[src/rtl/keypad_pkg.sv]
// -----------------------------------------------------------------------------
// keypad_pkg
// Shared definitions for the 4x4 keypad scanner:
//   - state_e     : scanner FSM states (SCAN, DEBOUNCE, HELD)
//   - KEY_STAR/KEY_HASH/KEY_D : codes for the non-digit keys on row 3
//   - key_code()  : maps a (row, column) position to its 4-bit key code
// -----------------------------------------------------------------------------
package keypad_pkg;

  typedef enum logic [1:0] {
    ST_SCAN     = 2'd0,
    ST_DEBOUNCE = 2'd1,
    ST_HELD     = 2'd2
  } state_e;

  localparam logic [3:0] KEY_STAR = 4'hD;
  localparam logic [3:0] KEY_HASH = 4'hE;
  localparam logic [3:0] KEY_D    = 4'hF;

  // Keypad layout:
  //   r0: 1 2 3 A
  //   r1: 4 5 6 B
  //   r2: 7 8 9 C
  //   r3: * 0 # D
  function automatic logic [3:0] key_code(input logic [1:0] row, input logic [1:0] col);
    logic [3:0] code;
    code = 4'h0;
    case ({row, col})
      4'b00_00: code = 4'h1;
      4'b00_01: code = 4'h2;
      4'b00_10: code = 4'h3;
      4'b00_11: code = 4'hA;
      4'b01_00: code = 4'h4;
      4'b01_01: code = 4'h5;
      4'b01_10: code = 4'h6;
      4'b01_11: code = 4'hB;
      4'b10_00: code = 4'h7;
      4'b10_01: code = 4'h8;
      4'b10_10: code = 4'h9;
      4'b10_11: code = 4'hC;
      4'b11_00: code = KEY_STAR;
      4'b11_01: code = 4'h0;
      4'b11_10: code = KEY_HASH;
      4'b11_11: code = KEY_D;
      default:  code = 4'h0;
    endcase
    return code;
  endfunction

endpackage

[src/rtl/keypad_tick_div.sv]
// -----------------------------------------------------------------------------
// keypad_tick_div
// Free-running divider that asserts tick_o for one cycle on the last cycle of
// every SCAN_DIV-cycle period.
// Ports:
//   clk_i  : system clock
//   rst_i  : synchronous, active-high reset (counter restarts at 0)
//   tick_o : one-cycle pulse, high while the counter holds SCAN_DIV-1
// -----------------------------------------------------------------------------
module keypad_tick_div #(
  parameter int SCAN_DIV = 27000
) (
  input  logic clk_i,
  input  logic rst_i,
  output logic tick_o
);

  localparam int            CW   = (SCAN_DIV > 1) ? $clog2(SCAN_DIV) : 1;
  localparam logic [CW-1:0] LAST = CW'(SCAN_DIV - 1);
  localparam logic [CW-1:0] ONE  = CW'(1);

  logic [CW-1:0] cnt_q;
  logic [CW-1:0] cnt_d;

  // Next count: wrap to zero after the last cycle of the period
  always_comb begin
    cnt_d = cnt_q;
    if (cnt_q == LAST) begin
      cnt_d = '0;
    end else begin
      cnt_d = cnt_q + ONE;
    end
  end

  // Counter register with synchronous reset
  always_ff @(posedge clk_i) begin
    if (rst_i) begin
      cnt_q <= '0;
    end else begin
      cnt_q <= cnt_d;
    end
  end

  assign tick_o = (cnt_q == LAST);

endmodule

[src/rtl/keypad_scan_encoder.sv]
// -----------------------------------------------------------------------------
// keypad_scan_encoder
// Scans a 4x4 active-low matrix keypad one column at a time and reports one
// debounced key per press.
// Ports:
//   clk      : system clock (27 MHz nominal)
//   rst      : synchronous, active-high reset
//   filas    : keypad rows, active-low, asynchronous to clk
//   columnas : column drive, active-low, exactly one column low
//   boton    : code of the last accepted key (kept after release)
//   ctrl     : high while the accepted key is held
// Parameters:
//   SCAN_DIV     : cycles per column step (>= 4)
//   DEBOUNCE_CNT : consecutive matching ticks needed for press and release (>= 2)
// -----------------------------------------------------------------------------
module keypad_scan_encoder
  import keypad_pkg::*;
#(
  parameter int SCAN_DIV     = 27000,
  parameter int DEBOUNCE_CNT = 16
) (
  input  logic       clk,
  input  logic       rst,
  input  logic [3:0] filas,
  output logic [3:0] columnas,
  output logic [3:0] boton,
  output logic       ctrl
);

  // Counters only ever hold 0..DEBOUNCE_CNT-1: the tick that would make the
  // count equal DEBOUNCE_CNT performs the transition instead of storing it.
  localparam int            DW       = $clog2(DEBOUNCE_CNT);
  localparam logic [DW-1:0] DEB_LAST = DW'(DEBOUNCE_CNT - 1);
  localparam logic [DW-1:0] DEB_ONE  = DW'(1);
  localparam logic [3:0]    COL_RST  = 4'b1110;

  logic          tick_s;
  logic [3:0]    sync1_q;
  logic [3:0]    sync2_q;
  state_e        state_q,   state_d;
  logic [3:0]    col_q,     col_d;
  logic [1:0]    row_q,     row_d;
  logic [DW-1:0] deb_cnt_q, deb_cnt_d;
  logic [DW-1:0] rel_cnt_q, rel_cnt_d;
  logic [3:0]    boton_q,   boton_d;
  logic          ctrl_q,    ctrl_d;

  logic          samp_valid_s;
  logic [1:0]    samp_row_s;
  logic          all_high_s;
  logic [1:0]    col_idx_s;
  logic [3:0]    col_rot_s;

  keypad_tick_div #(
    .SCAN_DIV (SCAN_DIV)
  ) u_tick_div (
    .clk_i  (clk),
    .rst_i  (rst),
    .tick_o (tick_s)
  );

  // Two-flop synchronizer for the asynchronous row inputs
  always_ff @(posedge clk) begin
    if (rst) begin
      sync1_q <= 4'hF;
      sync2_q <= 4'hF;
    end else begin
      sync1_q <= filas;
      sync2_q <= sync1_q;
    end
  end

  // Row decode: a sample is valid only with exactly one row pulled low
  always_comb begin
    samp_valid_s = 1'b0;
    samp_row_s   = 2'd0;
    case (sync2_q)
      4'b1110: begin samp_valid_s = 1'b1; samp_row_s = 2'd0; end
      4'b1101: begin samp_valid_s = 1'b1; samp_row_s = 2'd1; end
      4'b1011: begin samp_valid_s = 1'b1; samp_row_s = 2'd2; end
      4'b0111: begin samp_valid_s = 1'b1; samp_row_s = 2'd3; end
      default: begin samp_valid_s = 1'b0; samp_row_s = 2'd0; end
    endcase
  end

  // Column decode: index of the driven (low) column
  always_comb begin
    col_idx_s = 2'd0;
    case (col_q)
      4'b1110: col_idx_s = 2'd0;
      4'b1101: col_idx_s = 2'd1;
      4'b1011: col_idx_s = 2'd2;
      4'b0111: col_idx_s = 2'd3;
      default: col_idx_s = 2'd0;
    endcase
  end

  assign all_high_s = (sync2_q == 4'hF);
  // Rotate the one-cold drive: c0 -> c1 -> c2 -> c3 -> c0
  assign col_rot_s  = {col_q[2:0], col_q[3]};

  // Scanner FSM next-state and datapath logic, evaluated only on ticks
  always_comb begin
    state_d   = state_q;
    col_d     = col_q;
    row_d     = row_q;
    deb_cnt_d = deb_cnt_q;
    rel_cnt_d = rel_cnt_q;
    boton_d   = boton_q;
    ctrl_d    = ctrl_q;
    case (state_q)
      ST_SCAN: begin
        if (tick_s) begin
          if (samp_valid_s) begin
            // Column stays put so the same key is resampled
            row_d     = samp_row_s;
            deb_cnt_d = DEB_ONE;
            state_d   = ST_DEBOUNCE;
          end else begin
            col_d = col_rot_s;
          end
        end else begin
          state_d = ST_SCAN;
        end
      end
      ST_DEBOUNCE: begin
        if (tick_s) begin
          if (samp_valid_s && (samp_row_s == row_q)) begin
            if (deb_cnt_q == DEB_LAST) begin
              boton_d   = key_code(row_q, col_idx_s);
              ctrl_d    = 1'b1;
              deb_cnt_d = '0;
              rel_cnt_d = '0;
              state_d   = ST_HELD;
            end else begin
              deb_cnt_d = deb_cnt_q + DEB_ONE;
            end
          end else begin
            col_d     = col_rot_s;
            deb_cnt_d = '0;
            state_d   = ST_SCAN;
          end
        end else begin
          state_d = ST_DEBOUNCE;
        end
      end
      ST_HELD: begin
        if (tick_s) begin
          if (all_high_s) begin
            if (rel_cnt_q == DEB_LAST) begin
              ctrl_d    = 1'b0;
              col_d     = col_rot_s;
              rel_cnt_d = '0;
              state_d   = ST_SCAN;
            end else begin
              rel_cnt_d = rel_cnt_q + DEB_ONE;
            end
          end else begin
            // Any low row, even a different or multiple one, restarts release
            rel_cnt_d = '0;
          end
        end else begin
          state_d = ST_HELD;
        end
      end
      default: begin
        state_d   = ST_SCAN;
        col_d     = COL_RST;
        deb_cnt_d = '0;
        rel_cnt_d = '0;
        ctrl_d    = 1'b0;
      end
    endcase
  end

  // FSM, counters and output registers with synchronous reset
  always_ff @(posedge clk) begin
    if (rst) begin
      state_q   <= ST_SCAN;
      col_q     <= COL_RST;
      row_q     <= 2'd0;
      deb_cnt_q <= '0;
      rel_cnt_q <= '0;
      boton_q   <= 4'h0;
      ctrl_q    <= 1'b0;
    end else begin
      state_q   <= state_d;
      col_q     <= col_d;
      row_q     <= row_d;
      deb_cnt_q <= deb_cnt_d;
      rel_cnt_q <= rel_cnt_d;
      boton_q   <= boton_d;
      ctrl_q    <= ctrl_d;
    end
  end

  assign columnas = col_q;
  assign boton    = boton_q;
  assign ctrl     = ctrl_q;

endmodule

[config.mk]
export PLATFORM = sky130hd
export DESIGN_NAME = keypad_scan_encoder
export DESIGN_NICKNAME = d
export VERILOG_FILES = /design/src/rtl/keypad_pkg.sv /design/src/rtl/keypad_tick_div.sv /design/src/rtl/keypad_scan_encoder.sv
export SDC_FILE = /design/constraint.sdc
export NUM_CORES = 1
export LEC_CHECK = 0
export CAP_MARGIN = 25
export CORE_ASPECT_RATIO = 0.6
export CORE_UTILIZATION = 62
export CTS_CLUSTER_DIAMETER = 200
export CTS_CLUSTER_SIZE = 30
export DETAILED_ROUTE_END_ITERATION = 8
export PLACE_DENSITY = 0.86
export SKIP_LAST_GASP = 1
export SYNTH_ARGS = -nofsm -noshare
export SYNTH_HDL_FRONTEND = slang
export SYNTH_SLANG_ARGS = --single-unit
[constraint.sdc]
create_clock -name clk -period 4 [get_ports clk]
set_clock_uncertainty 0.15 [all_clocks]
set_input_delay 0.4 -clock clk [delete_from_list [all_inputs] [get_ports clk]]
set_output_delay 0.4 -clock clk [all_outputs]
set_load 0.05 [all_outputs]
==> summary.txt, run 1 <==
Register-to-Register Setup Slack -> 1.53 ns
Leakage -> 0.934 nW
TNS Setup -> 0 ns
CTS tree -> built
Core area -> 3380 um2
Crit path kind -> reg2reg
Crit path launch type -> register
Largest net degree at the start of global routing -> 18
Final WL -> 4480 um
Ys Warns -> 0
Vias in the first global route -> 1540
P_sw -> 0.000179 W
Post-Syn Instances -> 261
Main synth FF type -> dfxtp_1
WP data required -> 4.04 ns
Crit Path Max Fanout -> 7
Synthesized area -> 2270 um2
Slew HR -> 0.588
Synth area leader -> dfxtp_1
Worst r2r src -> u_tick_div.cnt_q[6]$_SDFF_PP0_
Internal power -> 0.000583 W
First-pass GRT wire length -> 7550 um
N_diodes -> 0
Die height -> 48.9 um
Iteration-0 DRC Markers -> 173
Final core utilization -> 0.739
Die Area -> 3920 um2
Switching Fraction -> 0.235
Worst setup path startpoint -> u_tick_div.cnt_q[6]$_SDFF_PP0_
Hold Buf Count CTS -> 0
Final critical-path share of the clock period -> 0.617
Initial Util -> 0.672
Initial antenna violation count -> 0
Num CTS Buffers -> 5
DR vias -> 1821
Post-layout minimum cycle time -> 2.47 ns
Net Count, Synth -> 275
Final Max Slew Viols -> 0
Total grt overflow -> 0
WP data arrival -> 2.51 ns
CP Capture Type -> register
Clk_lat worst skew -> 0.31 ns
Root Driver -> clkbuf_8
Post-synth ARST share -> 0
#FFs+latches synth -> 44
DR DRC count -> 0
Layout cells sized above 1 -> 0.0896
GR Util All Layers -> 0.254
Htree depth -> 2
Clock share of power -> 0.361
Sequential share of power -> 0.592
Sequential fraction of the synthesis area -> 0.388
Final hold violations -> 0
Reg clk slew, reported paths -> 0.09 ns
R2R depth -> 5
Top cells by area, synth -> dfxtp_1 39%, mux2i_1 4.8%, nor2_1 4.6%, ha_1 4.4%, xor2_1 3.9%
Fill count -> 247
CTS sink count -> 44
Hold Path Class -> reg2reg
Status -> completed
RSZ-0062 raised after global routing -> no
Detail Route Antenna Nets -> 0
Post-synth top area share -> 0.388
Peak Freq -> 405 MHz
Clock Path Buffers -> 2
Placer Congestion -> 0.859
Slew @ Worst Pin -> 0.613 ns
Peak supply drop -> 0.215 mV
Combinational power share -> 0.047
Area Growth Syn to Fin -> 10.1%
Max-cap violations -> 0
DP HPWL -> 3200 um
Die Span X -> 80.2 um
Setup crit end -> row_q[0]$_SDFFE_PP0P_
Netlist cell types -> 49
RR Endpoint -> row_q[0]$_SDFFE_PP0P_
Vias/cell -> 5.82
Post-CTS Setup Inserts -> 0
Post-synth EDFFs -> 0
Port Buffers -> 14
Pwr/cell area -> 305 nW/um2
Cts repair resizes -> 0
Layout net count -> 281
First-pass iteration count of the detailed router -> 5
Routed len/inst -> 14.3 um
Syn avg cell area -> 8.71 um2
Synth top cells by count -> 44 x dfxtp_1, 28 x nor2_1, 14 x a21oi_1, 14 x nand2_1, 14 x nand3_1
Final setup violation count -> 0
IO Count -> 15
Row cnt -> 16
Top-count cell post-synth -> dfxtp_1
==> area by class of cell <==
type / count / area (um2) / share of cell area
Clock buffer: 5 / 68.8 / 0.0275
Tap cell: 45 / 56.3 / 0.0225
Multi-Input combinational cell: 191 / 1290 / 0.515
Timing Repair Buffer: 16 / 155 / 0.0620
Inverter: 9 / 33.8 / 0.0135
Sequential cell: 44 / 881 / 0.352
Clock inverter: 3 / 18.8 / 0.00750
==> per-layer routing <==
metal / share of wire / wire length (um) / vias to the layer above / GRT usage
met4: 0.013 / 57 / 0 / 0.0804
met3: 0.065 / 289 / 7 / 0.0692
met2: 0.36 / 1610 / 47 / 0.315
met5: 0 / 0 / - / 0
met1: 0.56 / 2520 / 834 / 0.410
li1: - / - / 933 / -
==> worst max-delay path: stages (launching register included) <==
cell and delay (ns):
dfxtp_1 0.44, or4b_1 0.44, or4_1 0.56, or4_4 0.54
mux2i_1 0.16, nor2_1 0.05
==> registers in the layout (all words and copies together) (netlist names) <==
signal,flops
state_q,2
u_tick_div.cnt_q,15
boton,4
ctrl,1
deb_cnt_q,4
rel_cnt_q,4
sync2_q,4
row_q,2
columnas,4
sync1_q,4
==> cells in the final DEF, fill, tap and decap left out, types with 3 or more instances in the layout <==
master           count
inv_1                9
nand2_1             14
xnor2_1              8
ha_1                 8
clkbuf_8             5
a21oi_1             14
and3_1               7
or2_2                9
nor2_1              28
nand4_1              5
nor3_1               8
nor2b_1              5
dfxtp_1             44
mux2i_1             11
clkdlybuf4s50_1     14
a21o_1               4
nand3b_1             4
o32ai_1              3
nand3_1             14
or3_1                3
xor2_1              10
==> metrics by stage <==
stage / instances / worst slack (ns) / total power [W] / hold slack, ns / area [um2]
after floorplan: 261 / 1.70 / 0.000486 / 0.239 / 2270
after global placement: 305 / 1.61 / 0.000495 / 0.243 / 2410
after detailed placement: 305 / 1.58 / 0.000496 / 0.263 / 2410
after CTS: 313 / 1.56 / 0.000769 / 0.279 / 2500
after global routing: 313 / 1.37 / 0.000792 / 0.286 / 2500
final: 313 / 1.53 / 0.000762 / 0.270 / 2500
==> worst min path at each step <==
stage               depth (start not counted)                   from  slack [ns]                     to
floorplan                                   1  sync1_q[0]$_SDFF_PP1_        0.24  sync2_q[0]$_SDFF_PP1_
global placement                            1  sync1_q[0]$_SDFF_PP1_        0.24  sync2_q[0]$_SDFF_PP1_
detailed placement                          1  sync1_q[0]$_SDFF_PP1_        0.26  sync2_q[0]$_SDFF_PP1_
CTS                                         1  sync1_q[2]$_SDFF_PP1_        0.28  sync2_q[2]$_SDFF_PP1_
global route                                1  sync1_q[2]$_SDFF_PP1_        0.29  sync2_q[2]$_SDFF_PP1_
finish                                      1  sync1_q[2]$_SDFF_PP1_        0.27  sync2_q[2]$_SDFF_PP1_
==> power by group through the flow <==
stage | combinational [W] | clock (W) | sequential (W)
floorplan | 0.0000287 | 0 | 0.000457
global placement | 0.0000346 | 0 | 0.000461
detailed placement | 0.0000346 | 0 | 0.000461
CTS | 0.0000352 | 0.000283 | 0.000451
global route | 0.0000408 | 0.000299 | 0.000452
finish | 0.0000357 | 0.000275 | 0.000451
==> logic make-up (layout without fill, tap and decap cells) <==
| logic type | Yosys count | count (layout) | synth area share |
|---|---|---|---|
| buffers and inverters | 26 | 33 | 0.0457 |
| flip-flops | 44 | 44 | 0.388 |
| AND/OR/NAND/NOR | 112 | 112 | 0.271 |
| multiplexers | 13 | 13 | 0.0584 |
| AO/OA/AOI/OAI | 40 | 40 | 0.124 |
| adder cells (fa/ha/maj) | 8 | 8 | 0.0441 |
| XOR/XNOR | 18 | 18 | 0.0694 |
No activity file was read; power rests on OpenSTA's default activity.
==> run 2, diff against run 1 <==
Settings changed: CORE_UTILIZATION 62 to 58, PLACE_DENSITY 0.86 to 0.81.
Clock period 4 ns to 2.3 ns, I/O delays scaled along.
==> run 2 against run 1 <==
Against the previous run:
- final area increased by 11%
- highest routed layer is now met3
- register-to-register slack got worse by 1.5 ns
- critical path depth unchanged
- largest power group unchanged
- utilization increased by 1.2 points
- sequential share of layout area decreased by 3.4 points
- fmax increased by 7.9%
- clock-buffer cell count increased by 2
- global-route usage increased by 1.9 points
- wire length increased by 21%
- final cell count increased by 9.6%
- clock power increased by 87%
==> summary.txt, run 2 (synthesis results as in run 1) <==
Slew @ Worst Pin -> 0.609 ns (-0.00432 ns)
Most frequent cells in the layout -> 40 x dfxtp_1, 30 x buf_4, 28 x nor2_1
Die Area -> 4180 um2 (+6.7%)
Pwr/cell area -> 496 nW/um2 (+63%)
Largest Register -> u_tick_div.cnt_q
Internal power -> 0.00108 W (+86%)
Clk_lat worst skew -> 0.29 ns (-0.02 ns)
GR Util All Layers -> 0.274 (+0.0194)
DP Area -> 2630 um2 (+9.1%)
Clock share of power -> 0.371 (+0.010)
Total grt overflow -> 0 (unchanged)
Layout cells sized above 1 -> 0.203 (+0.113)
Final WL -> 5440 um (+21%)
Final core utilization -> 0.751 (+0.0119)
Max-cap violations -> 0 (unchanged)
Number of flip-flops in the largest register -> 15 (unchanged)
Placer Congestion -> 0.859 (about the same)
Non-Filler Instances -> 343 (+9.6%)
Largest net degree at the start of global routing -> 16 (-2)
RSZ-0062 raised after global routing -> yes
CTS sink count -> 44 (unchanged)
Initial Util -> 0.614 (-0.0577)
First-pass GRT wire length -> 8940 um (+18%)
Total power -> 0.00138 W (+81%)
Root Driver -> clkbuf_8
Iteration-0 DRC Markers -> 118 (-32%)
Row cnt -> 17 (+1)
Final critical-path share of the clock period -> 0.994 (+0.377)
Hold Path Class -> reg2reg
Reg clk slew, reported paths -> 0.08 ns (about the same)
Commonest non-fill, non-tap cell in the layout -> dfxtp_1
Final instance area -> 2780 um2 (+11%)
Crit path kind -> reg2reg
DR vias -> 1972 (+8.3%)
Hold Buf Count CTS -> 0 (unchanged)
Post-layout minimum cycle time -> 2.29 ns (-0.180 ns)
Dpl cells -> 334 (+9.5%)
Crit path launch type -> register
Leakage -> 1.09 nW (+17%)
Clock Path Buffers -> 2 (unchanged)
Crit Path Max Fanout -> 4 (-3)
Vias in the first global route -> 1840 (+19%)
WP data required -> 2.34 ns (-1.70 ns)
Core area -> 3700 um2 (+9.4%)
Final hold violations -> 0 (unchanged)
CP Capture Type -> register
Layout net count -> 310 (+10%)
P_sw -> 0.000298 W (+66%)
Final Max Slew Viols -> 0 (unchanged)
Peak supply drop -> 0.448 mV (+110%)
Fill count -> 267 (+8.1%)
Peak Freq -> 437 MHz (+7.9%)
DP HPWL -> 3790 um (+18%)
CTS tree -> built
Port Buffers -> 14 (unchanged)
Die Span X -> 82.8 um (+3.3%)
Num CTS Buffers -> 5 (unchanged)
WP data arrival -> 2.32 ns (-0.19 ns)
Die height -> 50.5 um (+3.3%)
DR DRC count -> 0 (unchanged)
Detail Route Antenna Nets -> 0 (unchanged)
Final setup violation count -> 0 (unchanged)
N_diodes -> 0 (unchanged)
Slew HR -> 0.591 (+0.00290)
Vias/cell -> 5.75 (-1.2%)
IO Count -> 15 (unchanged)
Switching Fraction -> 0.216 (-0.0191)
Sequential share of power -> 0.565 (-0.027)
Routed len/inst -> 15.8 um (+11%)
Hold WS -> 0.263 ns (-0.00735 ns)
Area Growth Syn to Fin -> 22.4%
Status -> completed
Htree depth -> 2 (unchanged)
Combinational power share -> 0.064 (+0.017)
Initial antenna violation count -> 0 (unchanged)
First-pass iteration count of the detailed router -> 4 (-1)
[run 2: cell count changes in the layout (fill, tap and decap cells not counted), moves of 2 or more]
cell / delta
clkbuf_8: +2
clkinv_2: -2
dfxtp_1: -4
buf_4: +28
dfxtp_2: +4
[run 2: worst paths after layout]
kind | slack (ns) | endpoint | cells past startpoint | startpoint
worst min register to register | 0.26 | sync2_q[1]$_SDFF_PP1_ | 1 | sync1_q[1]$_SDFF_PP1_
worst max-delay path | 0.01 | row_q[0]$_SDFFE_PP0P_ | 5 | u_tick_div.cnt_q[12]$_SDFF_PP0_
worst max register to register | 0.01 | row_q[0]$_SDFFE_PP0P_ | 5 | u_tick_div.cnt_q[12]$_SDFF_PP0_
worst min-delay path | 0.26 | sync2_q[1]$_SDFF_PP1_ | 1 | sync1_q[1]$_SDFF_PP1_
[run 2: timing repair]
| action | 4_1_cts | 5_1_grt |
|---|---|---|
| hold endpoints to repair | 0 | 0 |
| pin swaps | 0 | 1 |
| setup buffers | 0 | 2 |
| endpoints found under the setup margin | 1 | 12 |
| gates resized for setup | 1 | 8 |
| cloned | 0 | 0 |
[run 2: final cells by class]
type,instances,area (um2),area share
flip-flops and latches,44,886,0.319
well taps,47,58.8,0.0212
inverters,9,33.8,0.0122
clock buffers,7,96.3,0.0347
repair buffers,45,385,0.139
multi-input cells,191,1320,0.475
[run 2: metrics by stage]
stage	setup TNS, ns	setup slack (ns)
2_1_floorplan	0	0.0116
3_3_place_gp	0	0.0314
3_5_place_dp	-0.0320	-0.0320
4_1_cts	0	0.00316
5_1_grt	-0.0233	-0.0233
6_report	0	0.0134
[run 2: power groups by stage]
| stage | sequential (W) | clock, W | combinational, W |
|---|---|---|---|
| after detailed placement | 0.000797 | 0 | 0.0000833 |
| final | 0.000780 | 0.000513 | 0.0000877 |
| after CTS | 0.000779 | 0.000524 | 0.0000848 |
| after global placement | 0.000797 | 0 | 0.0000805 |
| after floorplan | 0.000795 | 0 | 0.0000500 |
| after global routing | 0.000781 | 0.000558 | 0.0000940 |
[run 2: worst max-delay path: stages, from the launching register on]
cell and delay (ns):
dfxtp_2 0.34, or4b_1 0.51, or4_4 0.47, or4_4 0.51, mux2i_1 0.16, nor2_1 0.05
[run 2: routing by layer]
layer	global-route usage	routed length [um]	vias up	part of all wire
met3	0.0872	409	0	0.075
met4	0.0690	0	0	0
met2	0.381	2250	66	0.41
met1	0.404	2770	919	0.51
li1	-	-	987	-
met5	0	0	-	0
